### src/rtl/path_meas_pkg.sv
// Shared types and defaults for the path delay meter.
// Holds the FSM encoding and the effective-timeout helper.
package path_meas_pkg;

  localparam int DEF_CNT_W       = 16;
  localparam int DEF_TRIALS_W    = 8;
  localparam int DEF_SYNC_STAGES = 2;
  localparam int DEF_GAP_CYC     = 16;

  typedef enum logic [2:0] {
    S_IDLE,
    S_GAP,
    S_LAUNCH,
    S_MEASURE,
    S_RECORD
  } state_t;

  // A zero timeout selects the largest count representable in w bits.
  function automatic logic [31:0] eff_timeout(input logic [31:0] t, input int unsigned w);
    logic [31:0] all_ones;
    all_ones = 32'hFFFF_FFFF >> (32 - w);
    return (t == 32'd0) ? all_ones : t;
  endfunction

endpackage

### src/rtl/path_sync.sv
// Multi-flop synchronizer for the asynchronous chain output.
// Latency STAGES cycles; all flops reset to 0.
module path_sync #(
  parameter int STAGES = 2
) (
  input  logic clk,
  input  logic rst_n,
  input  logic d,
  output logic q
);

  logic [STAGES-1:0] sync_q;
  logic [STAGES-1:0] sync_d;

  always_comb begin
    sync_d = {sync_q[STAGES-2:0], d};
  end

  always_ff @(posedge clk or negedge rst_n) begin
    if (!rst_n) sync_q <= '0;
    else        sync_q <= sync_d;
  end

  assign q = sync_q[STAGES-1];

endmodule

### src/rtl/path_delay_meter.sv
// Launches transitions into the delay chain and times their arrival in cycles,
// accumulating sum/min/max over a programmable number of trials.
module path_delay_meter import path_meas_pkg::*; #(
  parameter int CNT_W       = DEF_CNT_W,
  parameter int TRIALS_W    = DEF_TRIALS_W,
  parameter int SYNC_STAGES = DEF_SYNC_STAGES,
  parameter int GAP_CYC     = DEF_GAP_CYC
) (
  input  logic                      clk,
  input  logic                      rst_n,
  input  logic                      start,
  input  logic [TRIALS_W-1:0]       trials,
  input  logic [CNT_W-1:0]          timeout,
  output logic                      path_input,
  input  logic                      path_result,
  output logic                      busy,
  output logic                      done,
  output logic [CNT_W+TRIALS_W-1:0] delay_sum,
  output logic [CNT_W-1:0]          delay_min,
  output logic [CNT_W-1:0]          delay_max,
  output logic                      timeout_err
);

  localparam int SUM_W = CNT_W + TRIALS_W;

  state_t              state_q, state_d;
  logic [CNT_W-1:0]    cnt_q, cnt_d;
  logic [CNT_W-1:0]    tmo_q, tmo_d;
  logic [CNT_W-1:0]    dly_q, dly_d;
  logic [CNT_W-1:0]    min_q, min_d;
  logic [CNT_W-1:0]    max_q, max_d;
  logic [SUM_W-1:0]    sum_q, sum_d;
  logic [TRIALS_W-1:0] rem_q, rem_d;
  logic                path_q, path_d;
  logic                base_q, base_d;
  logic                err_q, err_d;
  logic                done_q, done_d;
  logic                sync_out;

  path_sync #(.STAGES(SYNC_STAGES)) u_sync (
    .clk   (clk),
    .rst_n (rst_n),
    .d     (path_result),
    .q     (sync_out)
  );

  always_comb begin
    state_d = state_q;
    cnt_d   = cnt_q;
    tmo_d   = tmo_q;
    dly_d   = dly_q;
    min_d   = min_q;
    max_d   = max_q;
    sum_d   = sum_q;
    rem_d   = rem_q;
    path_d  = path_q;
    base_d  = base_q;
    err_d   = err_q;
    done_d  = 1'b0;

    case (state_q)
      S_IDLE: begin
        if (start) begin
          sum_d = '0;
          min_d = '1;
          max_d = '0;
          err_d = 1'b0;
          cnt_d = '0;
          if (trials != '0) begin
            rem_d   = trials;
            tmo_d   = CNT_W'(eff_timeout(32'(timeout), CNT_W));
            state_d = S_GAP;
          end else begin
            done_d  = 1'b1;
          end
        end
      end
      S_GAP: begin
        if (cnt_q == CNT_W'(GAP_CYC - 1)) begin
          cnt_d   = '0;
          state_d = S_LAUNCH;
        end else begin
          cnt_d   = cnt_q + 1'b1;
        end
      end
      S_LAUNCH: begin
        base_d  = sync_out;
        path_d  = ~path_q;
        cnt_d   = '0;
        state_d = S_MEASURE;
      end
      S_MEASURE: begin
        // An arriving edge wins over a timeout reached in the same cycle.
        if (sync_out != base_q) begin
          dly_d   = cnt_q;
          state_d = S_RECORD;
        end else if (cnt_q == tmo_q) begin
          dly_d   = tmo_q;
          err_d   = 1'b1;
          state_d = S_RECORD;
        end else begin
          cnt_d   = cnt_q + 1'b1;
        end
      end
      S_RECORD: begin
        sum_d = sum_q + SUM_W'(dly_q);
        if (dly_q < min_q) min_d = dly_q;
        if (dly_q > max_q) max_d = dly_q;
        rem_d = rem_q - 1'b1;
        cnt_d = '0;
        if (rem_q == TRIALS_W'(1)) begin
          done_d  = 1'b1;
          state_d = S_IDLE;
        end else begin
          state_d = S_GAP;
        end
      end
      default: state_d = S_IDLE;
    endcase
  end

  always_ff @(posedge clk or negedge rst_n) begin
    if (!rst_n) begin
      state_q <= S_IDLE;
      cnt_q   <= '0;
      tmo_q   <= '0;
      dly_q   <= '0;
      min_q   <= '1;
      max_q   <= '0;
      sum_q   <= '0;
      rem_q   <= '0;
      path_q  <= 1'b0;
      base_q  <= 1'b0;
      err_q   <= 1'b0;
      done_q  <= 1'b0;
    end else begin
      state_q <= state_d;
      cnt_q   <= cnt_d;
      tmo_q   <= tmo_d;
      dly_q   <= dly_d;
      min_q   <= min_d;
      max_q   <= max_d;
      sum_q   <= sum_d;
      rem_q   <= rem_d;
      path_q  <= path_d;
      base_q  <= base_d;
      err_q   <= err_d;
      done_q  <= done_d;
    end
  end

  assign path_input  = path_q;
  assign busy        = (state_q != S_IDLE);
  assign done        = done_q;
  assign delay_sum   = sum_q;
  assign delay_min   = min_q;
  assign delay_max   = max_q;
  assign timeout_err = err_q;

endmodule

### config.mk
export PLATFORM = sky130hd
export DESIGN_NAME = path_delay_meter
export DESIGN_NICKNAME = d
export VERILOG_FILES = /design/src/rtl/path_meas_pkg.sv /design/src/rtl/path_sync.sv /design/src/rtl/path_delay_meter.sv
export SDC_FILE = /design/constraint.sdc
export NUM_CORES = 1
export LEC_CHECK = 0
export ABC_AREA = 1
export CELL_PAD_IN_SITES_DETAIL_PLACEMENT = 2
export CELL_PAD_IN_SITES_GLOBAL_PLACEMENT = 2
export CORE_MARGIN = 2
export CORE_UTILIZATION = 29
export CTS_CLUSTER_DIAMETER = 200
export DETAILED_ROUTE_END_ITERATION = 8
export GPL_TIMING_DRIVEN = 0
export PLACE_DENSITY_LB_ADDON = 0.2
export SYNTH_ARGS = -nofsm -noshare
export SYNTH_HDL_FRONTEND = slang
export SYNTH_SLANG_ARGS = --single-unit
export TNS_END_PERCENT = 5
### constraint.sdc
create_clock -name clk -period 1.75 [get_ports clk]
set_clock_uncertainty 0.1 [all_clocks]
set_input_delay 0.2625 -clock clk [delete_from_list [all_inputs] [get_ports clk]]
set_output_delay 0.2625 -clock clk [all_outputs]
set_load 0.01 [all_outputs]
## Yosys cells after proc, flatten, opt, wreduce, memory -nomap -nowiden

Index checks and enable logic that the tools add are counted.

- Register bits: 121
- Input bits: 28
- Output and inout bits: 60
- Word-level logic and storage cells: 87

- Add/subtract/negate cells: 3
- Magnitude comparators: 2
- Equal/unequal tests: 17
- Mux-type cells: 33
- Bitwise operators: 1
- Reductions and logical operators: 18

Operators with widths:

| kind | number |
|---|---|
| $mux 16 | 10 |
| $pmux 16 s2 | 2 |
| $pmux 16 s4 | 1 |
| $pmux 24 s2 | 1 |
| $add 24x16->24 | 1 |
| $mux 24 | 1 |
| $add 16x1->16 const B | 1 |
| $eq 16x16->1 | 1 |
| $eq 16x4->1 const B | 1 |
| $gt 16x16->1 | 1 |
| $logic_not 16->1 | 1 |
| $lt 16x16->1 | 1 |
| $mux 8 | 2 |
| $ne 2x2->1 const B | 8 |
| $pmux 8 s2 | 1 |
| $mux 3 | 5 |
| $pmux 3 s5 | 1 |
| $reduce_and 3->1 | 4 |
| $reduce_and 4->1 | 3 |
| $eq 8x1->1 const B | 1 |
| $reduce_bool 8->1 | 1 |
| $sub 8x1->8 const B | 1 |
| $mux 1 | 7 |
| $eq 3x2->1 const B | 2 |
| other kinds (12) | 16 |

## Depth between registers and ports, before layout

Gate-level depths: netlist (run 1).

- Depth in word-level cells: 4
- Gate-level depth with buffers: 16
- Mapped depth without buffers: 15

## Modules after synthesis

A second synthesis (run 1) with hierarchy kept.

- Cell total of the unflattened synthesis: 1063
- Area total of the unflattened synthesis: 8045.2 um^2

By module, submodules not included:

| module | instances | cells each | area an instance (um^2) | seq. area each (um^2) |
|---|---|---|---|---|
| path_delay_meter | 1 | 1061 | 7995.2 | 2997.9 |
| path_sync | 1 | 2 | 50.0 | 50.0 |

## Worst setup path before layout (run 1)

No wires, ideal clock.

- Path type: reg-to-reg
- Start: register sum_q[0] (netlist: delay_sum[0])
- End: register sum_q[8] (netlist: delay_sum[8])
- Library setup time: 118 ps
- Arrival: 1776 ps
- Data required time: 1532 ps
- Slack: -244 ps
- Cell stages (with the launch flop): 10
- Buffers on the path: 0
- Clock period less this slack: 1994 ps
- Path through: dfrtp_1 ha_1 fa_1 nand3_1 nand3_1 nand2_1 nand2_1 or2_2 nand3_1 nand2_1

- Word-level cells in the longest chain between the ends: 2

RTL lines:

| element | line | RTL |
|---|---|---|
| from (decl) | path_delay_meter.sv:32 | `logic [SUM_W-1:0] sum_q, sum_d;` |
| from (signal assigned) | path_delay_meter.sv:143 | `sum_q <= sum_d;` |
| $add 24x16->24 | path_delay_meter.sv:106 | `sum_d = sum_q + SUM_W'(dly_q);` |
| $pmux 24 s2 | path_delay_meter.sv:61 | `case (state_q)` |

Every way passes these cells.
A chain may end at the register's enable or synchronous reset.

## Final worst setup path (run 1)

- Start: register dly_q[1]
- End: register max_q[14] (netlist: delay_max[14])

- Word-level cells in the longest chain between the ends: 3

RTL lines:

| element | line | RTL |
|---|---|---|
| from (decl) | path_delay_meter.sv:29 | `logic [CNT_W-1:0] dly_q, dly_d;` |
| from (signal assigned) | path_delay_meter.sv:140 | `dly_q <= dly_d;` |
| $gt 16x16->1 | path_delay_meter.sv:108 | `if (dly_q > max_q) max_d = dly_q;` |
| $ne 2x2->1 (no source line) | - |  |
| $reduce_and 3->1 (no source line) | - |  |
| to (signal assigned) | path_delay_meter.sv:142 | `max_q <= max_d;` |
| to (decl) | path_delay_meter.sv:31 | `logic [CNT_W-1:0] max_q, max_d;` |

Every way passes these cells.

==> qor.yml, run 1 <==
yosys.area.top_type: "dfrtp_1"
holdCritPathClass: "input pin to register"
synth.distinct_cells: 41
dp_hpwl_um: 24300
root_buffer: "clkbuf_16"
dpl_cell_area_um2: 9650
grt_usage_pct: 24.6
cts_buffers: 17
final_max_slew_viol_count: 0
num-nets-final: 1460
drc: 0
cp_slowest_cell: "dfrtp_2"
clockBufferDepth: 2
critical_path_class: "register to register"
die_x_um: 173
critPathCaptureType: "register"
critPathLaunchType: "register"
grt_pass1_vias: 10100
tightest_slew_ns: 0.650
synth.most_common_cell: "nand2_1"
rr_startpoint: "dly_q[1]"
powerDensity_nw_per_um2: 1590
syn_area_per_cell_um2: 6.79
design_area_um2: 11900
die_h_um: 173
yosysWarnings: 0
htreeDepth: 4
dieArea_um2: 29800
worstReg2RegEnd: "delay_max[14]"
max_freq_mhz: 454
busiest_layer: "met2"
grt_max_degree: 65
layout-drive-gt1-share_pct: 25.9
synth_flop_cell: "dfrtp_1"
placementRows: 61
vias: 8999
clk_pin_slew_worst_paths_ns: 0.07
worstHoldStart: "path_result"
drt-initial-drc-count: 436
crit_top_cell: "nand2_1"
irDropWorstVdd_mv: 0.585
synth_top_area_share_pct: 31.8
fin_crit_ns: 2.20
fin_ws_ns: -0.450
grtUsageMet1_pct: 29.1
cts_tree: "yes"
grt_overflow: 0
report.power.total_mw: 18.9
crit_fanout: 5
maxSlewHeadroom_pct: 56.7
r2r_cells: 15
whs_path_depth: 1
dr.pass1.iters: 5
cpPeakStageDelay_ns: 0.44
status: "finished, violations left"
grt_use_met2_pct: 45.6
post-place-ws_ns: -0.727
area_growth_pct: 43.7
leakage_nw: 5.82
avgRoutedWirePerCell_um: 22.5
min_period_over_period_pct: 126
worstPathArrival_ns: 2.42
hold_violations: 0
ys_seq_area_share_pct: 36.9
reg2reg_slack_ns: -0.45
final_util_pct: 42.5
path_cells: "buf_12 > ha_4 > nand2_1 > nand2_1 > nand2_1 > nand2_1 > nand2_1 > nand2_1 > nand2_1 > nand2_2 > nand2_4 > nand2_8 > buf_12 > nand2_4 > nand2_2"
gp_congestion: 0.826
rsz0062_at_grt: "yes"
synth_nets: 1295
insertion_delay_ns: 0.44
wirelength_um: 39900
fillerInstances: 3274
io_buffers: 87
failed_checks: "setup timing"
syn_inst: 1216
synth.cell_area_um2: 8250
ys_top_cells_by_count: "nand2_1, inv_1, nor2_1, dfrtp_1, nand3_1"
postSynth.asyncResetShare_pct: 100
vias_per_cell: 5.08
use_met3_pct: 3.78
cap_violations: 0
synth_edf_count: 0
min_to: "u_sync.sync_q[0]"
drtAntennaViolNets: 0
grt_pass1_wl_um: 57400
start_util_pct: 29.5
io_pins: 88
worstPathRequired_ns: 1.97
ys_ff_latch: 121
antenna_found_initial: 0
holdWs_ns: 0.169
core_um2: 27900
setup_viol: 105
netlist_top_cells_area: "dfrtp_1, nand2_1, ha_1"
diodes: 0
numClockSinks: 121
## worst max-delay path by stage
stage | end | from | slack (ns)
6_report | delay_max[14] | dly_q[1] | -0.45
5_1_grt | delay_sum[22] | dly_q[13] | -0.54
4_1_cts | delay_sum[14] | dly_q[0] | -0.30
3_5_place_dp | tmo_q[7] | timeout[0] | -0.73
3_3_place_gp | tmo_q[8] | rst_n | -5.08
2_1_floorplan | delay_min[10] | delay_min[5] | -0.13
## repair_timing
item | CTS | global route
gates resized for setup | 249 | 86
setup buffers | 39 | 16
pin swaps | 29 | 38
gates cloned | 2 | 0
endpoints found under the setup margin | 154 | 129
hold buffers | 1 | 0
endpoints found under the hold margin | 57 | 0
## kinds of logic (layout without fill, tap and decap cells)
kind of cell	Yosys count	in the layout	synth area share, %
simple gates	694	694	34.8
buf+inv	195	372	9.79
compound gates	142	142	9.26
flops	121	121	36.9
fa+ha+maj	51	51	7.82
xor+xnor	13	13	1.38
## placed cells by master, fill, tap and decap left out, drive strengths merged, types with 2 or more instances in the layout
cell type,Yosys,final
xnor2,5,5
nand3b,2,2
clkinv,0,4
dfrtp,105,105
o211ai,2,2
nand2,442,442
nor4,4,4
a21o,2,2
ha,50,50
buf,24,85
nand4,7,7
bufinv,0,2
a22o,2,2
a31oi,2,2
inv,153,153
or2,4,4
dlygate4sd2,0,43
clkdlybuf4s50,0,41
nor3,25,25
o21ai,69,69
a21oi,60,60
and2,3,3
nand3,89,89
clkbuf,18,41
xor2,8,8
dfstp,16,16
nor2,118,118
## final cells by class
type / count / area [um^2] / share of cell area (%)
multi-input cells: 900 / 5350 / 45.1
flip-flops and latches: 121 / 3080 / 26.0
repair buffers: 146 / 1430 / 12.1
inverters: 153 / 582 / 4.91
clock buffers: 24 / 502 / 4.23
well taps: 378 / 473 / 3.99
plain buffers: 42 / 354 / 2.99
clock inverters: 7 / 91.3 / 0.770
## state kept, by name, summed over array words and instances, names as in the netlist
name and cells:
delay_max 16, done 1, timeout_err 1, cnt_q 16
state_q 3, delay_min 16, tmo_q 16, rem_q 8
delay_sum 24, u_sync.sync_q 2, dly_q 16, path_input 1
base_q 1
## worst max-delay path: cells and delay by family (launching register included)
kind	cells	cell delay, ns
adder cells (fa/ha/maj)	1	0.21
buffers and inverters	2	0.30
flip-flops	1	0.44
AND/OR/NAND/NOR	12	1.01
## metrics by stage
stage	setup TNS, ns	cells
2_1_floorplan	-2.62	1216
6_report	-24.94	1771
5_1_grt	-36.62	1771
4_1_cts	-17.13	1755
3_5_place_dp	-49.44	1682
3_3_place_gp	-630.59	1681
## report_power, final
group	switching [mW]	leakage (nW)	internal [mW]	total, mW
Combinational	5.99	4.03	4.11	10.1
Sequential	1.18	1.50	3.82	5.00
Clock	1.53	0.292	2.28	3.81
## layer usage
metal	wire length (um)	up-vias
li1	-	4174
met3	1020	89
met5	0	-
met2	20600	164
met1	16700	4572
met4	1550	0
No activity file was read; power rests on OpenSTA's default activity.
==> run 2: changes to the inputs <==
--- a/config.mk
+++ b/config.mk
@@ -8,10 +8,10 @@
 export ABC_AREA = 1
 export CELL_PAD_IN_SITES_DETAIL_PLACEMENT = 2
 export CELL_PAD_IN_SITES_GLOBAL_PLACEMENT = 2
-export CORE_MARGIN = 2
 export CORE_UTILIZATION = 29
 export CTS_CLUSTER_DIAMETER = 200
 export DETAILED_ROUTE_END_ITERATION = 8
+export GPL_ROUTABILITY_DRIVEN = 0
 export GPL_TIMING_DRIVEN = 0
 export PLACE_DENSITY_LB_ADDON = 0.2
 export SYNTH_ARGS = -nofsm -noshare
==> run 2 against run 1 <==
The run still ends with setup timing left. Worst hold slack worse by 0.010 ns. Global-route usage decreased by 0.57 points. Routed wire length is 8.7% lower. Final cell count down 0.85%. Register-to-register slack lost 0.08 ns. Sequential share of layout area is 0.66 points higher. Count of clock-buffer cells in the layout is 6 lower. Core utilization down 0.87 points. Design area shrank 2.3%. Maximum frequency down 3.6%. Combinational power decreased by 9%. Largest power group unchanged. Highest routed layer unchanged.
==> qor.yml, run 2 (synthesis gave the netlist of run 1 again) <==
critPathLaunchType: "register"
fin_ws_ns: -0.533
drc: 0
layout-drive-gt1-share_pct: 25.4
die_x_um: 171
grt_usage_pct: 24.0
maxSlewHeadroom_pct: 52.0
dp_hpwl_um: 24100
irDropWorstVdd_mv: 0.571
clk_pin_slew_worst_paths_ns: 0.07
report.power.total_mw: 17.7
startpoint: "dly_q[3]"
antenna_found_initial: 0
drtAntennaViolNets: 0
largest_reg_flops: 24
drt-initial-drc-count: 341
cp_slowest_cell: "dfrtp_2"
seq_area_um2: 3090
worstPathRequired_ns: 1.98
layout_commonest_cell: "nand2_1"
dpl_cell_area_um2: 9650
setup_viol: 84
cts_buffers: 17
worstHoldStart: "path_result"
critPathCaptureType: "register"
start_util_pct: 29.6
fillerInstances: 3224
avgRoutedWirePerCell_um: 20.7
design_area_um2: 11600
layout_common_cells: "nand2_1, inv_1, nor2_1, nand3_1, dfrtp_1"
die_h_um: 171
cpPeakStageDelay_ns: 0.50
wirelength_um: 36400
tightest_slew_ns: 0.720
crit_fanout: 5
grt_pass1_vias: 9682
placementRows: 61
area_growth_pct: 40.4
final_max_slew_viol_count: 0
critical_path_class: "register to register"
rr_startpoint: "dly_q[3]"
multi_input_area_um2: 5260
numClockSinks: 121
leakage_nw: 5.76
insertion_delay_ns: 0.44
dieArea_um2: 29100
crit_top_cell: "nand2_1"
grt_max_degree: 65
hold_violations: 0
grt_overflow: 0
vias_per_cell: 5.04
diodes: 0
cp.buffers_inverters: 1
status: "finished, violations left"
io_pins: 88
holdCritPathClass: "input pin to register"
path_cells: "ha_4 > a21oi_1 > nand2_1 > nand2_1 > nand2_1 > nand2_1 > nand2_2 > nand2_4 > nand2_8 > clkbuf_16 > nand2_1 > nand2_1"
cts_tree: "yes"
worstPathArrival_ns: 2.51
fin_crit_ns: 2.28
powerDensity_nw_per_um2: 1530
num-nets-final: 1444
core_um2: 27900
max_freq_mhz: 438
root_buffer: "clkbuf_16"
grt_pass1_wl_um: 53400
htreeDepth: 4
min_period_over_period_pct: 130
clockBufferDepth: 2
dr.pass1.iters: 4
rsz0062_at_grt: "yes"
io_buffers: 87
cap_violations: 0
critical-path-top-delay-family: "simple AND/OR/NAND/NOR gates"
tns_ns: -20.79
failed_checks: "setup timing"
vias: 8851
[run 2: changes by cell type in the layout (fill, tap and decap cells not counted), moves of 5 or more]
cell,delta
clkinvlp_4,+7
dlygate4sd2_1,-5
clkdlybuf4s50_1,-9
clkbuf_2,-7
dlymetal6s2s_1,+12
inv_1,+5
nand2_2,+6
nor2_2,+5
buf_4,-6
nand2_4,-7
nor2_1,-6
[run 2: path summary, 6_finish.rpt]
path | to | slack, ns | cells past startpoint
worst max-delay path | delay_max[13] | -0.53 | 12
worst min-delay path | u_sync.sync_q[0] | 0.16 | 1
worst max register to register | delay_max[13] | -0.53 | 12
worst min register to register | u_sync.sync_q[1] | 0.25 | 0
max in group asynchronous | cnt_q[5] | 0.51 | 3
min in group asynchronous | delay_sum[15] | 0.25 | 2
[run 2: area by class of cell]
| cell class | instances | area share, % |
|---|---|---|
| plain buffers | 42 | 3.28 |
| clock buffers | 18 | 3.79 |
| clock inverters | 14 | 0.875 |
| inverters | 153 | 5.00 |
| multi-input cells | 900 | 45.4 |
| flip-flops and latches | 121 | 26.6 |
| well taps | 378 | 4.08 |
| repair buffers | 130 | 10.9 |
[run 2: report_power, final]
| group | internal [mW] | switching, mW |
|---|---|---|
| registers | 3.83 | 1.26 |
| logic | 3.75 | 5.47 |
| clock network | 1.85 | 1.53 |
| total | 9.43 | 8.26 |
[run 2: through the flow]
step | util, % | hold slack, ns | worst slack [ns] | cells
2_1_floorplan | - | -0.133 | -0.127 | 1216
3_3_place_gp | 34.5 | 0.234 | -5.10 | 1681
3_5_place_dp | 34.6 | 0.180 | -1.02 | 1682
4_1_cts | 39.8 | 0.154 | -0.247 | 1745
5_1_grt | 41.6 | 0.151 | -0.536 | 1756
6_report | 41.6 | 0.159 | -0.533 | 1756
[run 2: routing by layer]
metal	vias to the layer above	global-route usage (%)	wire [um]
met5	-	0	0
met4	0	6.15	953
met3	51	3.24	802
met2	144	44.4	19300
met1	4508	28.9	15300
li1	4148	-	-
[run 2: what timing repair did]
item                                    CTS  global route
gates cloned                              1             1
endpoints found under the hold margin    41             0
pin swaps                                27            33
setup buffers                            29            10
resized for setup                       223           116
endpoints found under the setup margin  156           128
hold buffers                              1             0
==> run 3: changes to the inputs <==
--- a/config.mk
+++ b/config.mk
@@ -8,7 +8,7 @@
 export ABC_AREA = 1
 export CELL_PAD_IN_SITES_DETAIL_PLACEMENT = 2
 export CELL_PAD_IN_SITES_GLOBAL_PLACEMENT = 2
-export CORE_UTILIZATION = 29
+export CORE_UTILIZATION = 30
 export CTS_CLUSTER_DIAMETER = 200
 export DETAILED_ROUTE_END_ITERATION = 8
 export GPL_ROUTABILITY_DRIVEN = 0
@@ -16,5 +16,6 @@
 export PLACE_DENSITY_LB_ADDON = 0.2
 export SYNTH_ARGS = -nofsm -noshare
 export SYNTH_HDL_FRONTEND = slang
+export SYNTH_HIERARCHICAL = 1
 export SYNTH_SLANG_ARGS = --single-unit
 export TNS_END_PERCENT = 5
==> run 3 against run 2 <==
The run ends with DRC, setup timing left. Worst hold slack better by 0.0022 ns. Routed wire length down 14%. Clock power up 18%. Critical path depth down 2.
==> qor.yml, run 3 <==
clk_pin_slew_worst_paths_ns: 0.07
cp_slowest_cell: "dfrtp_2"
worstPathArrival_ns: 2.40
internal_power_mw: 10.2
cts_tree: "yes"
yosysWarnings: 6
dieArea_um2: 27500
synth.cell_area_um2: 8050
critPathLaunchType: "register"
dpl_cell_area_um2: 9380
htreeDepth: 4
syn_inst: 1063
cap_violations: 0
failed_checks: "DRC, setup timing"
switchingPower_mw: 8.02
ys_top_cells_by_count: "nand2_1, nor2_1, dfrtp_1, inv_1, a21oi_1"
power_frac_seq_pct: 27.9
io_pins: 88
die_h_um: 166
startpoint: "dly_q[13]"
io_buffers: 87
core_um2: 26200
yosys.area.top_type: "dfrtp_1"
critPathCaptureType: "register"
grt_pass1_wl_um: 48600
vias: 7896
critical_path_class: "register to register"
crit_top_cell: "buf_6"
worstHoldStart: "path_result"
grt_max_degree: 84
combPwrFrac_pct: 50.2
antenna_found_initial: 0
drtAntennaViolNets: 0
rsz0062_at_grt: "yes"
final_max_slew_viol_count: 0
insertion_delay_ns: 0.44
layout_commonest_cell: "nand2_1"
clockBufferDepth: 2
rr_startpoint: "dly_q[13]"
syn_area_per_cell_um2: 7.57
drc: 9
synth_nets: 1142
report.power.total_mw: 18.2
synth_top_area_share_pct: 32.7
synth.most_common_cell: "nand2_1"
fin_ws_ns: -0.432
ys_ff_latch: 121
leakage_nw: 5.29
num-nets-final: 1294
layout-drive-gt1-share_pct: 27.6
start_util_pct: 30.7
maxSlewHeadroom_pct: 64.9
synth_edf_count: 0
cts_buffers: 17
grt_overflow: 0
grt_usage_pct: 22.9
crit_fanout: 6
status: "finished, violations left"
holdCritPathClass: "input pin to register"
dr.pass1.iters: 7
vias_per_cell: 5.05
drt-initial-drc-count: 251
ys_seq_area_share_pct: 37.9
avgRoutedWirePerCell_um: 20.1
die_x_um: 166
p_clk_share_pct: 21.9
holdWs_ns: 0.161
postSynth.asyncResetShare_pct: 100
worstPathRequired_ns: 1.96
wirelength_um: 31500
sw_frac_of_total_pct: 44.1
layout_common_cells: "nand2_1, nor2_1, inv_1, dfrtp_1, nand2_2"
max_freq_mhz: 458
placementRows: 59
numClockSinks: 121
critical-path-top-delay-family: "simple AND/OR/NAND/NOR gates"
cpPeakStageDelay_ns: 0.48
netlist_top_cells_area: "dfrtp_1, nand2_1, ha_1"
root_buffer: "clkbuf_16"
synth_flop_cell: "dfrtp_1"
grt_pass1_vias: 8688
hold_violations: 0
irDropWorstVdd_mv: 0.746
min_period_over_period_pct: 125
synth.distinct_cells: 47
cp.buffers_inverters: 2
design_area_um2: 11200
fin_crit_ns: 2.18
area_growth_pct: 39.4
dp_hpwl_um: 21600
setup_viol: 104
diodes: 0
largest_reg_flops: 24
fillerInstances: 2929
powerDensity_nw_per_um2: 1620
tightest_slew_ns: 0.526
path_cells: "buf_6 > ha_4 > nand4_1 > nor3_4 > a31oi_2 > nand2_4 > nand2_8 > buf_6 > nand2_2 > nand2_1"
run 3: cell families (layout without fill, tap and decap cells):
family | after synthesis | count (layout) | share of synthesized area [%]
AOI/OAI and AO/OA | 178 | 178 | 12.4
xor gates and xnor gates | 33 | 33 | 3.59
adders and majority gates | 51 | 51 | 8.02
buffers and inverters | 150 | 315 | 8.77
DFF | 121 | 121 | 37.9
muxes | 5 | 5 | 0.622
and+or+nand+nor | 525 | 525 | 28.7
run 3: per-stage QoR:
step                std cells  setup TNS [ns]  util (%)  setup WS, ns
finish                   1563          -22.07      42.8        -0.432
floorplan                1063           -5.23         -        -0.217
CTS                      1552          -18.99      41.2        -0.297
global route             1563          -33.64      42.8        -0.486
detailed placement       1486          -41.18      35.8        -0.737
global placement         1485         -616.70      35.7         -5.02
run 3: repair_timing:
item                                    in CTS  in global routing
cloned                                       2                  0
hold buffers                                 1                  0
endpoints found under the hold margin       38                  0
endpoints found under the setup margin     158                124
setup buffers                               31                 11
pin swaps                                   31                 38
resized for setup                          185                 92
run 3: final timing paths:
kind | to | slack (ns) | cells after the start
max | delay_max[14] | -0.43 | 10
min reg2reg | u_sync/sync_q[1] | 0.26 | 0
max reg2reg | delay_max[14] | -0.43 | 10
min | u_sync/sync_q[0] | 0.16 | 1
min in group asynchronous | delay_sum[7] | 0.20 | 2
max in group asynchronous | dly_q[9] | 0.55 | 3
run 3: cell type report:
type / instances / area, um^2 / area share [%]
Buffer: 43 / 377 / 3.36
Clock buffer: 17 / 425 / 3.79
Clock inverter: 15 / 225 / 2.01
Inverter: 107 / 407 / 3.63
Multi-Input combinational cell: 792 / 5040 / 45.0
Sequential cell: 121 / 3080 / 27.5
Tap cell: 335 / 419 / 3.74
Timing Repair Buffer: 133 / 1240 / 11.0
run 3: power by group through the flow:
stage	combinational, mW	clock [mW]	sequential [mW]
floorplan	4.56	0	4.61
global placement	6.76	0	4.93
detailed placement	7.02	0	4.97
CTS	8.11	4.06	5.03
global route	10.0	4.17	5.21
finish	9.14	3.99	5.08
run 3: metal layers:
metal	global-route usage, %	part of all wire (%)
met5	0	0
met3	3.10	2.0
met2	41.3	52
met4	10.4	3.1
met1	27.0	43
